`config.mk`:
```
export PLATFORM = sky130hd
export DESIGN_NAME = seg7_scan_driver_flat
export DESIGN_NICKNAME = d
export VERILOG_FILES = /design/src/rtl/seg7_pkg.sv /design/src/rtl/seg7_scan_driver_if.sv /design/src/rtl/seg7_prescaler.sv /design/src/rtl/seg7_scan_driver.sv /design/src/flat_wrapper.sv
export SDC_FILE = /design/constraint.sdc
export NUM_CORES = 1
export LEC_CHECK = 0
export ABC_AREA = 1
export BUFFER_PORTS_ARGS = -buffer_cell sky130_fd_sc_hd__buf_2
export CAP_MARGIN = 20
export CORE_ASPECT_RATIO = 1.25
export CORE_MARGIN = 5
export CORE_UTILIZATION = 25
export CTS_CLUSTER_DIAMETER = 60
export DETAILED_ROUTE_END_ITERATION = 6
export HOLD_SLACK_MARGIN = 0.03
export PLACE_DENSITY = 0.42
export SYNTH_ARGS = -nofsm -noshare
export SYNTH_HDL_FRONTEND = slang
export SYNTH_SLANG_ARGS = --single-unit
```
`constraint.sdc`:
```
create_clock -name clk -period 2.1 [get_ports clk]
set_input_delay 0.42 -clock clk [delete_from_list [all_inputs] [get_ports clk]]
set_output_delay 0.42 -clock clk [all_outputs]
set_load 0.005 [all_outputs]
```
`src/rtl/seg7_pkg.sv`:
```
// seg7_pkg: segment glyphs, lost-mode phase enum and BCD-to-glyph helper
package seg7_pkg;

    localparam logic [6:0] SEG_0     = 7'b0111111;
    localparam logic [6:0] SEG_1     = 7'b0000110;
    localparam logic [6:0] SEG_2     = 7'b1011011;
    localparam logic [6:0] SEG_3     = 7'b1001111;
    localparam logic [6:0] SEG_4     = 7'b1100110;
    localparam logic [6:0] SEG_5     = 7'b1101101;
    localparam logic [6:0] SEG_6     = 7'b1111101;
    localparam logic [6:0] SEG_7     = 7'b0000111;
    localparam logic [6:0] SEG_8     = 7'b1111111;
    localparam logic [6:0] SEG_9     = 7'b1101111;
    localparam logic [6:0] SEG_Y     = 7'b1101110;
    localparam logic [6:0] SEG_O     = 7'b0111111;
    localparam logic [6:0] SEG_U     = 7'b0111110;
    localparam logic [6:0] SEG_L     = 7'b0111000;
    localparam logic [6:0] SEG_S     = 7'b1101101;
    localparam logic [6:0] SEG_E     = 7'b1111001;
    localparam logic [6:0] SEG_DASH  = 7'b1000000;
    localparam logic [6:0] SEG_BLANK = 7'b0000000;

    typedef enum logic [1:0] {P_YOU, P_BLANK_A, P_LOSE, P_BLANK_B} phase_e;

    // Active-high {g..a} glyph of a BCD nibble; non-decimal codes show a dash
    function automatic logic [6:0] bcd_to_seg(input logic [3:0] nibble);
        case (nibble)
            4'd0: return SEG_0;
            4'd1: return SEG_1;
            4'd2: return SEG_2;
            4'd3: return SEG_3;
            4'd4: return SEG_4;
            4'd5: return SEG_5;
            4'd6: return SEG_6;
            4'd7: return SEG_7;
            4'd8: return SEG_8;
            4'd9: return SEG_9;
            default: return SEG_DASH;
        endcase
    endfunction

endpackage

```
`src/rtl/seg7_scan_driver_if.sv`:
```
// seg7_scan_driver_if: game-side controls and board display pins of the scan driver
interface seg7_scan_driver_if #(parameter int NUM_DIGITS = 4);
    logic                    en;
    logic                    lost;
    logic [4*NUM_DIGITS-1:0] score_bcd;
    logic [NUM_DIGITS-1:0]   Anode_Activate;
    logic [6:0]              LED_out;

    modport master (output en, lost, score_bcd, input Anode_Activate, LED_out);
    modport slave  (input en, lost, score_bcd, output Anode_Activate, LED_out);
endinterface

```
`src/rtl/seg7_prescaler.sv`:
```
// seg7_prescaler: free-running 0..DIV-1 counter with terminal-count tick and sync clear
module seg7_prescaler #(
    parameter int DIV = 2
) (
    input  logic clk,
    input  logic rst,
    input  logic clr,
    output logic tick
);
    localparam int W = $clog2(DIV);

    logic [W-1:0] cnt_q, cnt_d;

    assign tick = cnt_q == W'(DIV - 1);

    // Wrap on the terminal count so the counter never passes DIV-1
    always_comb cnt_d = (clr || tick) ? '0 : cnt_q + 1'b1;

    // Count register
    always_ff @(posedge clk or posedge rst)
        if (rst) cnt_q <= '0;
        else     cnt_q <= cnt_d;
endmodule

```
`src/rtl/seg7_scan_driver.sv`:
```
// seg7_scan_driver: multiplexed seven-segment driver for score and blinking YOU/LOSE message
module seg7_scan_driver
    import seg7_pkg::*;
#(
    parameter int NUM_DIGITS  = 4,
    parameter int REFRESH_DIV = 100000,
    parameter int BLINK_DIV   = 50000000,
    parameter bit LZ_BLANK    = 1'b1
) (
    input logic                clk,
    input logic                rst,
    seg7_scan_driver_if.slave  bus
);
    localparam int IW = NUM_DIGITS > 1 ? $clog2(NUM_DIGITS) : 1;

    logic                  ref_tick, blink_tick, rise, lost_q, z;
    logic [IW-1:0]         idx_q, idx_d;
    logic [NUM_DIGITS-1:0] anode_q, anode_d, lz;
    logic [6:0]            led_q, led_d, score_seg, msg_seg;
    logic [3:0]            nib [NUM_DIGITS];
    phase_e                phase_q;

    assign rise = bus.lost & ~lost_q;

    seg7_prescaler #(.DIV(REFRESH_DIV)) u_refresh (
        .clk(clk), .rst(rst), .clr(1'b0), .tick(ref_tick)
    );

    seg7_prescaler #(.DIV(BLINK_DIV)) u_blink (
        .clk(clk), .rst(rst), .clr(~bus.lost | rise), .tick(blink_tick)
    );

    // Split the score into nibbles and flag digits with only zeros at or above them
    always_comb begin
        z  = 1'b1;
        lz = '0;
        for (int i = NUM_DIGITS - 1; i >= 0; i--) begin
            nib[i] = bus.score_bcd[4*i +: 4];
            z      = z & (nib[i] == 4'd0);
            lz[i]  = z;
        end
    end

    // Glyph for the scanned digit in each mode; digit 0 is never blanked
    always_comb begin
        score_seg = (LZ_BLANK && lz[idx_q] && idx_q != '0) ? SEG_BLANK : bcd_to_seg(nib[idx_q]);
        msg_seg   = phase_q == P_YOU  ? (idx_q == IW'(2) ? SEG_Y :
                                         idx_q == IW'(1) ? SEG_O :
                                         idx_q == IW'(0) ? SEG_U : SEG_BLANK) :
                    phase_q == P_LOSE ? (idx_q == IW'(3) ? SEG_L :
                                         idx_q == IW'(2) ? SEG_O :
                                         idx_q == IW'(1) ? SEG_S :
                                         idx_q == IW'(0) ? SEG_E : SEG_BLANK) : SEG_BLANK;
    end

    // Next digit index and the active-low pin values for the current slot
    always_comb begin
        idx_d   = ref_tick ? (idx_q == IW'(NUM_DIGITS - 1) ? '0 : idx_q + 1'b1) : idx_q;
        anode_d = bus.en ? ~(NUM_DIGITS'(1) << idx_q) : '1;
        led_d   = bus.en ? ~(bus.lost ? msg_seg : score_seg) : 7'h7F;
    end

    // Lost-mode phase sequencer; a fresh loss always restarts at YOU
    always_ff @(posedge clk or posedge rst)
        if (rst) begin
            lost_q  <= 1'b0;
            phase_q <= P_YOU;
        end else begin
            lost_q <= bus.lost;
            if (!bus.lost || rise) phase_q <= P_YOU;
            else if (blink_tick)   phase_q <= phase_e'(phase_q + 2'd1);
        end

    // Scan index and registered display pins
    always_ff @(posedge clk or posedge rst)
        if (rst) begin
            idx_q   <= '0;
            anode_q <= '1;
            led_q   <= 7'h7F;
        end else begin
            idx_q   <= idx_d;
            anode_q <= anode_d;
            led_q   <= led_d;
        end

    assign bus.Anode_Activate = anode_q;
    assign bus.LED_out        = led_q;
endmodule

```
`src/flat_wrapper.sv`:
```
// flat-port wrapper written by rule: the top's interface ports become plain ports
module seg7_scan_driver_flat import seg7_pkg::*;
#(
    parameter int NUM_DIGITS  = 4,
    parameter int REFRESH_DIV = 100000,
    parameter int BLINK_DIV   = 50000000,
    parameter bit LZ_BLANK    = 1'b1
)
  (clk, rst, bus_en, bus_lost, bus_score_bcd, bus_Anode_Activate, bus_LED_out);
  seg7_scan_driver_if #(.NUM_DIGITS(NUM_DIGITS)) bus_i ();
  input logic clk;
  input logic rst;
  input wire logic [$bits(bus_i.en)-1:0] bus_en;
  input wire logic [$bits(bus_i.lost)-1:0] bus_lost;
  input wire logic [$bits(bus_i.score_bcd)-1:0] bus_score_bcd;
  output wire logic [$bits(bus_i.Anode_Activate)-1:0] bus_Anode_Activate;
  output wire logic [$bits(bus_i.LED_out)-1:0] bus_LED_out;
  assign bus_i.en = bus_en;
  assign bus_i.lost = bus_lost;
  assign bus_i.score_bcd = bus_score_bcd;
  assign bus_Anode_Activate = bus_i.Anode_Activate;
  assign bus_LED_out = bus_i.LED_out;
  seg7_scan_driver #(.NUM_DIGITS(NUM_DIGITS), .REFRESH_DIV(REFRESH_DIV), .BLINK_DIV(BLINK_DIV), .LZ_BLANK(LZ_BLANK)) u_core (.clk(clk), .rst(rst), .bus(bus_i));
endmodule
```
==> insert_results.sql, run 1 <==
INSERT INTO impl_metrics (metric_group, metric, value, unit) VALUES
('final_layout', 'drive_above_1_share', '13.4', '%'),
('placement', 'detailedPlacementHpwl', '6940', 'µm'),
('setup_path', 'cpLargestDelayFamily', 'simple AND/OR/NAND/NOR gates', ''),
('global_routing', 'grt_antenna_before_repair', '0', ''),
('sta', 'timing.final.hold_violations', '0', ''),
('synth', 'post-synth-top-area-fraction', '33.1', '%'),
('power_and_ir_drop', 'ir_drop', '0.294', 'mV'),
('synth', 'avgSynthCellArea', '7.08', 'µm²'),
('global_routing', 'overall_overflow_remaining_after_global_route', '0', ''),
('setup_path', 'reg2regPathDepth', '10', ''),
('synth', 'synth_edf_count', '0', ''),
('global_routing', 'grt_first_pass_wirelength', '15700', 'µm'),
('clock_network', 'worst_setup_hold_path_clk_slew', '0.06', 'ns'),
('synth', 'synth_cells', '513', ''),
('detailed_routing', 'drc_violations_left', '0', ''),
('setup_path', 'critical_path.reg2reg.startpoint', 'u_core.idx_q[0]', ''),
('setup_path', 'criticalPathCategory', 'reg2reg', ''),
('sta', 'setup-tns-final', '0', 'ns'),
('setup_path', 'critical_path_arrival', '2.09', 'ns'),
('placement', 'gp_congestion', '0.825', ''),
('detailed_routing', 'totalWireLength', '9100', 'µm'),
('final_layout', 'most_common_cell_after_layout_fill_and_taps_aside', 'nand2_1', ''),
('synth', 'ys_ff_latch', '59', ''),
('clock_network', 'h-tree-depth', '3', ''),
('clock_network', 'cts_root_buffer', 'clkbuf_16', ''),
('die', 'chipWidth', '118', 'µm'),
('sta', 'slew_viol_final', '0', ''),
('detailed_routing', 'routed-via-count', '3194', ''),
('clock_network', 'cts_inserted_buffers', '9', ''),
('placement', 'io_buffer_count', '30', ''),
('power_and_ir_drop', 'clock_power_share', '50.6', '%'),
('final_layout', 'final_design_area_no_fill', '4300', 'µm²'),
('detailed_routing', 'antenna_left', '0', ''),
('run_status', 'run_status', 'finished clean', ''),
('synth', 'post-synth-top-area-cell', 'dfrtp_1', ''),
('clock_network', 'post-cts-setup-buffers', '0', ''),
('setup_path', 'cp_max_fo', '11', ''),
('placement', 'post-place-ws', '0.258', 'ns'),
('setup_path', 'cp_num_buf_inv', '2', ''),
('placement', 'postPlaceCellArea', '4030', 'µm²'),
('setup_path', 'crit_path_cell_trace', 'inv_1, nand2_1, a32oi_1, inv_1, ha_1, nand3_1, nand3_1, nand3_1, nand2_1, nand2_1', ''),
('power_and_ir_drop', 'power.switching_fraction', '24.1', '%'),
('sta', 'min_period', '1.83', 'ns'),
('die', 'die_area', '17000', 'µm²'),
('die', 'dieHeight', '145', 'µm'),
('sta', 'final.setup.worst_slack', '0.266', 'ns'),
('clock_network', 'cts_sinks', '59', ''),
('sta', 'timing.fmax', '545', 'MHz'),
('synth', 'ys.flop_type', 'dfrtp_1', ''),
('detailed_routing', 'detail_route.vias_per_cell', '4.32', ''),
('detailed_routing', 'post_dr_wirelength_cell', '12.3', 'µm'),
('synth', 'synth_area', '3630', 'µm²'),
('clock_network', 'ctsResizeCount', '0', ''),
('die', 'fp-row-count', '49', ''),
('job', 'maxCapViolCount', '0', ''),
('sta', 'finalCritPeriodShare', '87.4', '%'),
('setup_path', 'cpMaxStageDelayCell', 'dfrtp_1', ''),
('final_layout', 'total_inserted_antenna_cells', '0', ''),
('synth', 'ys.warnings.count', '0', ''),
('final_layout', 'final_util', '30.0', '%'),
('sta', 'rsz0062_at_grt', 'no', ''),
('clock_network', 'worstSkewPairLatency', '0.33', 'ns'),
('setup_path', 'highest_cell_delay_on_the_worst_timing_path', '0.37', 'ns'),
('final_layout', 'design.final.nets', '591', ''),
('hold_path', 'holdCritPathClass', 'in2async', ''),
('synth', 'synth_async_sr_flop_share', '100', '%'),
('final_layout', 'most_frequent_cells_in_the_layout', 'nand2_1, nor2_1, inv_1', ''),
('sta', 'tightestPinTransition', '0.379', 'ns'),
('sta', 'setup_viol_count_final', '0', ''),
('die', 'core_area', '14300', 'µm²'),
('global_routing', 'largest_net_degree_at_the_start_of_global_routing', '60', '');
[worst min-delay path, cell delays in order]
cell    delay [ns]
buf_2         0.10
inv_2         0.06
buf_12        0.29
[per-layer routing]
| layer | share of wire [%] | global-route usage, % |
|---|---|---|
| met5 | 0 | 0 |
| met4 | 1.8 | 4.83 |
| met3 | 2.6 | 1.71 |
| met2 | 52 | 20.9 |
| met1 | 44 | 12.9 |
[worst max path at each step]
| stage | from | end | slack (ns) | cells after the start |
|---|---|---|---|---|
| floorplan | rst | u_core.idx_q[0] | 0.24 | 1 |
| global placement | u_core.idx_q[0] | u_core.bus.LED_out[3] | 0.28 | 10 |
| detailed placement | u_core.u_blink.cnt_q[0] | u_core.u_blink.cnt_q[10] | 0.26 | 8 |
| CTS | u_core.idx_q[0] | u_core.bus.LED_out[3] | 0.25 | 10 |
| global route | u_core.idx_q[0] | u_core.bus.LED_out[3] | 0.05 | 10 |
| finish | u_core.idx_q[0] | u_core.bus.LED_out[3] | 0.27 | 10 |
[power groups by stage]
stage | sequential [mW] | combinational (mW) | clock, mW
after floorplan | 1.18 | 0.0812 | 0
after global placement | 1.18 | 0.146 | 0
after detailed placement | 1.18 | 0.146 | 0
after CTS | 1.16 | 0.146 | 1.39
after global routing | 1.16 | 0.166 | 1.43
final | 1.16 | 0.141 | 1.34
[metrics by stage]
stage	hold WS [ns]	cells	power, mW
floorplan	0.433	513	1.26
global placement	0.441	723	1.33
detailed placement	0.447	723	1.33
CTS	0.158	739	2.70
global route	0.184	739	2.76
finish	0.151	739	2.64
[final cells by class]
| type | instances | area (µm²) |
|---|---|---|
| Fill cell | 1612 | 10000 |
| Clock buffer | 10 | 229 |
| Tap cell | 178 | 223 |
| Inverter | 71 | 267 |
| Sequential cell | 59 | 1490 |
| Clock inverter | 6 | 41.3 |
| Timing Repair Buffer | 36 | 208 |
| Multi-Input combinational cell | 379 | 1840 |
[state kept, by name, indices dropped and copies added, names as in the netlist]
name / count
u_core.u_blink.cnt_q: 26
u_core.u_refresh.cnt_q: 17
u_core.bus.LED_out: 7
u_core.bus.Anode_Activate: 4
u_core.idx_q: 2
u_core.phase_q: 2
u_core.lost_q: 1
[Yosys cell counts (2+ instances only)]
| cell type | n |
|---|---|
| a21oi_1 | 4 |
| nor2_1 | 92 |
| nand2_1 | 162 |
| dfstp_2 | 11 |
| nand4_1 | 10 |
| inv_1 | 69 |
| buf_2 | 2 |
| xnor2_1 | 5 |
| nor3b_1 | 2 |
| o211ai_1 | 2 |
| nand3_1 | 38 |
| nand2_2 | 2 |
| buf_6 | 2 |
| o21ai_0 | 7 |
| dfrtp_1 | 48 |
| nor2_2 | 3 |
| xor2_1 | 13 |
| nor3_1 | 14 |
| ha_1 | 15 |
[kinds of logic after synthesis]
| kind of cell | share of synthesized area, % |
|---|---|
| AO/OA/AOI/OAI | 2.58 |
| XOR/XNOR | 4.34 |
| adder cells (fa/ha/maj) | 5.17 |
| buffers and inverters | 8.24 |
| flip-flops | 41.0 |
| AND/OR/NAND/NOR | 38.6 |
No activity file was read; power rests on OpenSTA's default activity.
==> run 2: changes to the inputs <==
--- a/config.mk
+++ b/config.mk
@@ -15,6 +15,7 @@
 export DETAILED_ROUTE_END_ITERATION = 6
 export HOLD_SLACK_MARGIN = 0.03
 export PLACE_DENSITY = 0.42
+export REMOVE_ABC_BUFFERS = 1
 export SYNTH_ARGS = -nofsm -noshare
 export SYNTH_HDL_FRONTEND = slang
 export SYNTH_SLANG_ARGS = --single-unit
==> constraint.sdc (replaced) <==
create_clock -name clk -period 2.3 [get_ports clk]
set_input_delay 0.46 -clock clk [delete_from_list [all_inputs] [get_ports clk]]
set_output_delay 0.46 -clock clk [all_outputs]
set_load 0.005 [all_outputs]
==> insert_results.sql, run 2 (same netlist as run 1, synthesis figures left out) <==
INSERT INTO impl_metrics (metric_group, metric, value, unit) VALUES
('sta', 'rsz0062_at_grt', 'no', ''),
('clock_network', 'cts_buffer_depth', '2', ''),
('detailed_routing', 'drtIter0Drc', '203', ''),
('global_routing', 'grt_first_pass_wirelength', '15900', 'µm'),
('clock_network', 'post-cts-setup-buffers', '0', ''),
('detailed_routing', 'routed-via-count', '3230', ''),
('sta', 'finalCritPeriodShare', '86.7', '%'),
('global_routing', 'largest_net_degree_at_the_start_of_global_routing', '60', ''),
('sta', 'slew_viol_final', '0', ''),
('power_and_ir_drop', 'power.density', '563', 'nW/µm²'),
('die', 'core_area', '14300', 'µm²'),
('clock_network', 'ctsResizeCount', '0', ''),
('clock_network', 'worstSkewPairLatency', '0.33', 'ns'),
('sta', 'timing.final.hold_violations', '0', ''),
('die', 'fp-row-count', '49', ''),
('die', 'die_area', '17000', 'µm²'),
('detailed_routing', 'totalWireLength', '9190', 'µm'),
('final_layout', 'areaGrowthSynthToFinish', '17.8', '%'),
('global_routing', 'global_route.usage.total', '11.5', '%'),
('die', 'dieHeight', '145', 'µm'),
('sta', 'tightestPinTransition', '0.358', 'ns'),
('setup_path', 'critPathLaunchType', 'flip-flop', ''),
('run_status', 'run_status', 'finished clean', ''),
('final_layout', 'total_inserted_antenna_cells', '0', ''),
('clock_network', 'cts_tree', 'yes', ''),
('die', 'initial_core_utilization', '25.3', '%'),
('sta', 'maxSlewHeadroom', '76.1', '%'),
('hold_path', 'holdCritPathClass', 'in2async', ''),
('detailed_routing', 'post_dr_wirelength_cell', '12.5', 'µm'),
('final_layout', 'most_frequent_cells_in_the_layout', 'nand2_1, nor2_1, inv_1', ''),
('placement', 'io_buffer_count', '30', ''),
('die', 'floorplan.io_pins', '31', ''),
('power_and_ir_drop', 'finalPower', '2.41', 'mW'),
('setup_path', 'critical_path_arrival', '2.24', 'ns'),
('power_and_ir_drop', 'ir_drop', '0.316', 'mV'),
('detailed_routing', 'detail_route.vias_per_cell', '4.39', ''),
('final_layout', 'most_common_cell_after_layout_fill_and_taps_aside', 'nand2_1', ''),
('final_layout', 'largest_register_ffs', '26', ''),
('placement', 'post-place-cells', '720', ''),
('sta', 'setup-tns-final', '0', 'ns'),
('clock_network', 'worst_setup_hold_path_clk_slew', '0.05', 'ns'),
('global_routing', 'overall_overflow_remaining_after_global_route', '0', ''),
('global_routing', 'first_global_vias', '3385', ''),
('clock_network', 'h-tree-depth', '3', ''),
('final_layout', 'design.final.nets', '588', ''),
('setup_path', 'cp_max_fo', '13', ''),
('clock_network', 'cts_inserted_buffers', '9', ''),
('detailed_routing', 'antenna_left', '0', ''),
('sta', 'min_period', '1.99', 'ns'),
('detailed_routing', 'drc_violations_left', '0', ''),
('power_and_ir_drop', 'power.static_leakage', '1.97', 'nW'),
('sta', 'setup_viol_count_final', '0', ''),
('sta', 'fin_worst_skew', '0.00748', 'ns'),
('placement', 'gp_congestion', '0.843', ''),
('detailed_routing', 'detailedRoute.firstPassIterationCount', '4', ''),
('clock_network', 'cts_root_buffer', 'clkbuf_16', ''),
('setup_path', 'crit_path_end_kind', 'flip-flop', ''),
('sta', 'timing.fmax', '501', 'MHz'),
('die', 'chipWidth', '118', 'µm'),
('setup_path', 'criticalPathCategory', 'reg2reg', ''),
('global_routing', 'grt_antenna_before_repair', '0', ''),
('clock_network', 'cts_sinks', '59', ''),
('setup_path', 'cp_data_required_time', '2.55', 'ns'),
('final_layout', 'final-instance-count-excl-fill', '736', ''),
('clock_network', 'postCtsHoldBufs', '0', ''),
('job', 'maxCapViolCount', '0', ''),
('final_layout', 'top_register', 'u_core.u_blink.cnt_q', ''),
('placement', 'detailedPlacementHpwl', '7030', 'µm'),
('final_layout', 'final_util', '29.8', '%'),
('final_layout', 'drive_above_1_share', '12.9', '%');
-- run 2: cell types whose count changed in the layout (fill, tap and decap cells not counted) --
cell	delta
clkbuf_8	+1
clkinvlp_4	-1
clkinv_2	+1
inv_6	-1
buf_4	-3
-- run 2: final cells by class --
class,instances,area (µm²)
Clock buffer,11,243
Clock inverter,5,30.0
Tap cell,178,223
Inverter,71,267
Fill cell,1618,10100
Sequential cell,59,1490
Timing Repair Buffer,33,185
Multi-Input combinational cell,379,1840
-- run 2: path summary, 6_finish.rpt --
path                       slack [ns]                        end  depth (start not counted)                 startpoint
max                              0.31      u_core.bus.LED_out[3]                         10            u_core.idx_q[0]
min                              0.19            u_core.idx_q[1]                          3                        rst
max reg2reg                      0.31      u_core.bus.LED_out[3]                         10            u_core.idx_q[0]
min reg2reg                      0.47  u_core.u_refresh.cnt_q[0]                          1  u_core.u_refresh.cnt_q[0]
max in group asynchronous        1.79      u_core.bus.LED_out[1]                          3                        rst
min in group clk                 0.34              u_core.lost_q                          1                   bus_lost
-- run 2: metal layers --
layer | vias to the layer above | track usage (%) | share of wire [%]
li1 | 1669 | - | -
met1 | 1469 | 12.9 | 44
met2 | 69 | 20.5 | 49
met3 | 23 | 2.37 | 2.7
met4 | 0 | 6.10 | 4.0
met5 | - | 0 | 0
-- run 2: per-stage QoR --
stage	worst slack, ns	hold slack, ns	instance area (µm²)
floorplan	0.402	0.433	3600
global placement	0.345	0.447	4010
detailed placement	0.310	0.466	4010
CTS	0.285	0.198	4280
global route	0.109	0.215	4280
finish	0.306	0.186	4280
-- run 2: power by group --
group          switching [mW]  total [mW]  internal [mW]  leakage (nW)
combinational          0.0851       0.129         0.0441          1.07
sequential            0.00587        1.06           1.06         0.769
clock                   0.466        1.22          0.751         0.131
-- run 2: critical path, stage by stage, from the launching register on --
cell	delay (ns)
dfrtp_1	0.37
inv_1	0.28
nand2_1	0.09
a32oi_1	0.35
inv_1	0.15
ha_1	0.30
nand3_1	0.09
nand3_1	0.10
nand3_1	0.07
nand2_1	0.07
nand2_1	0.06
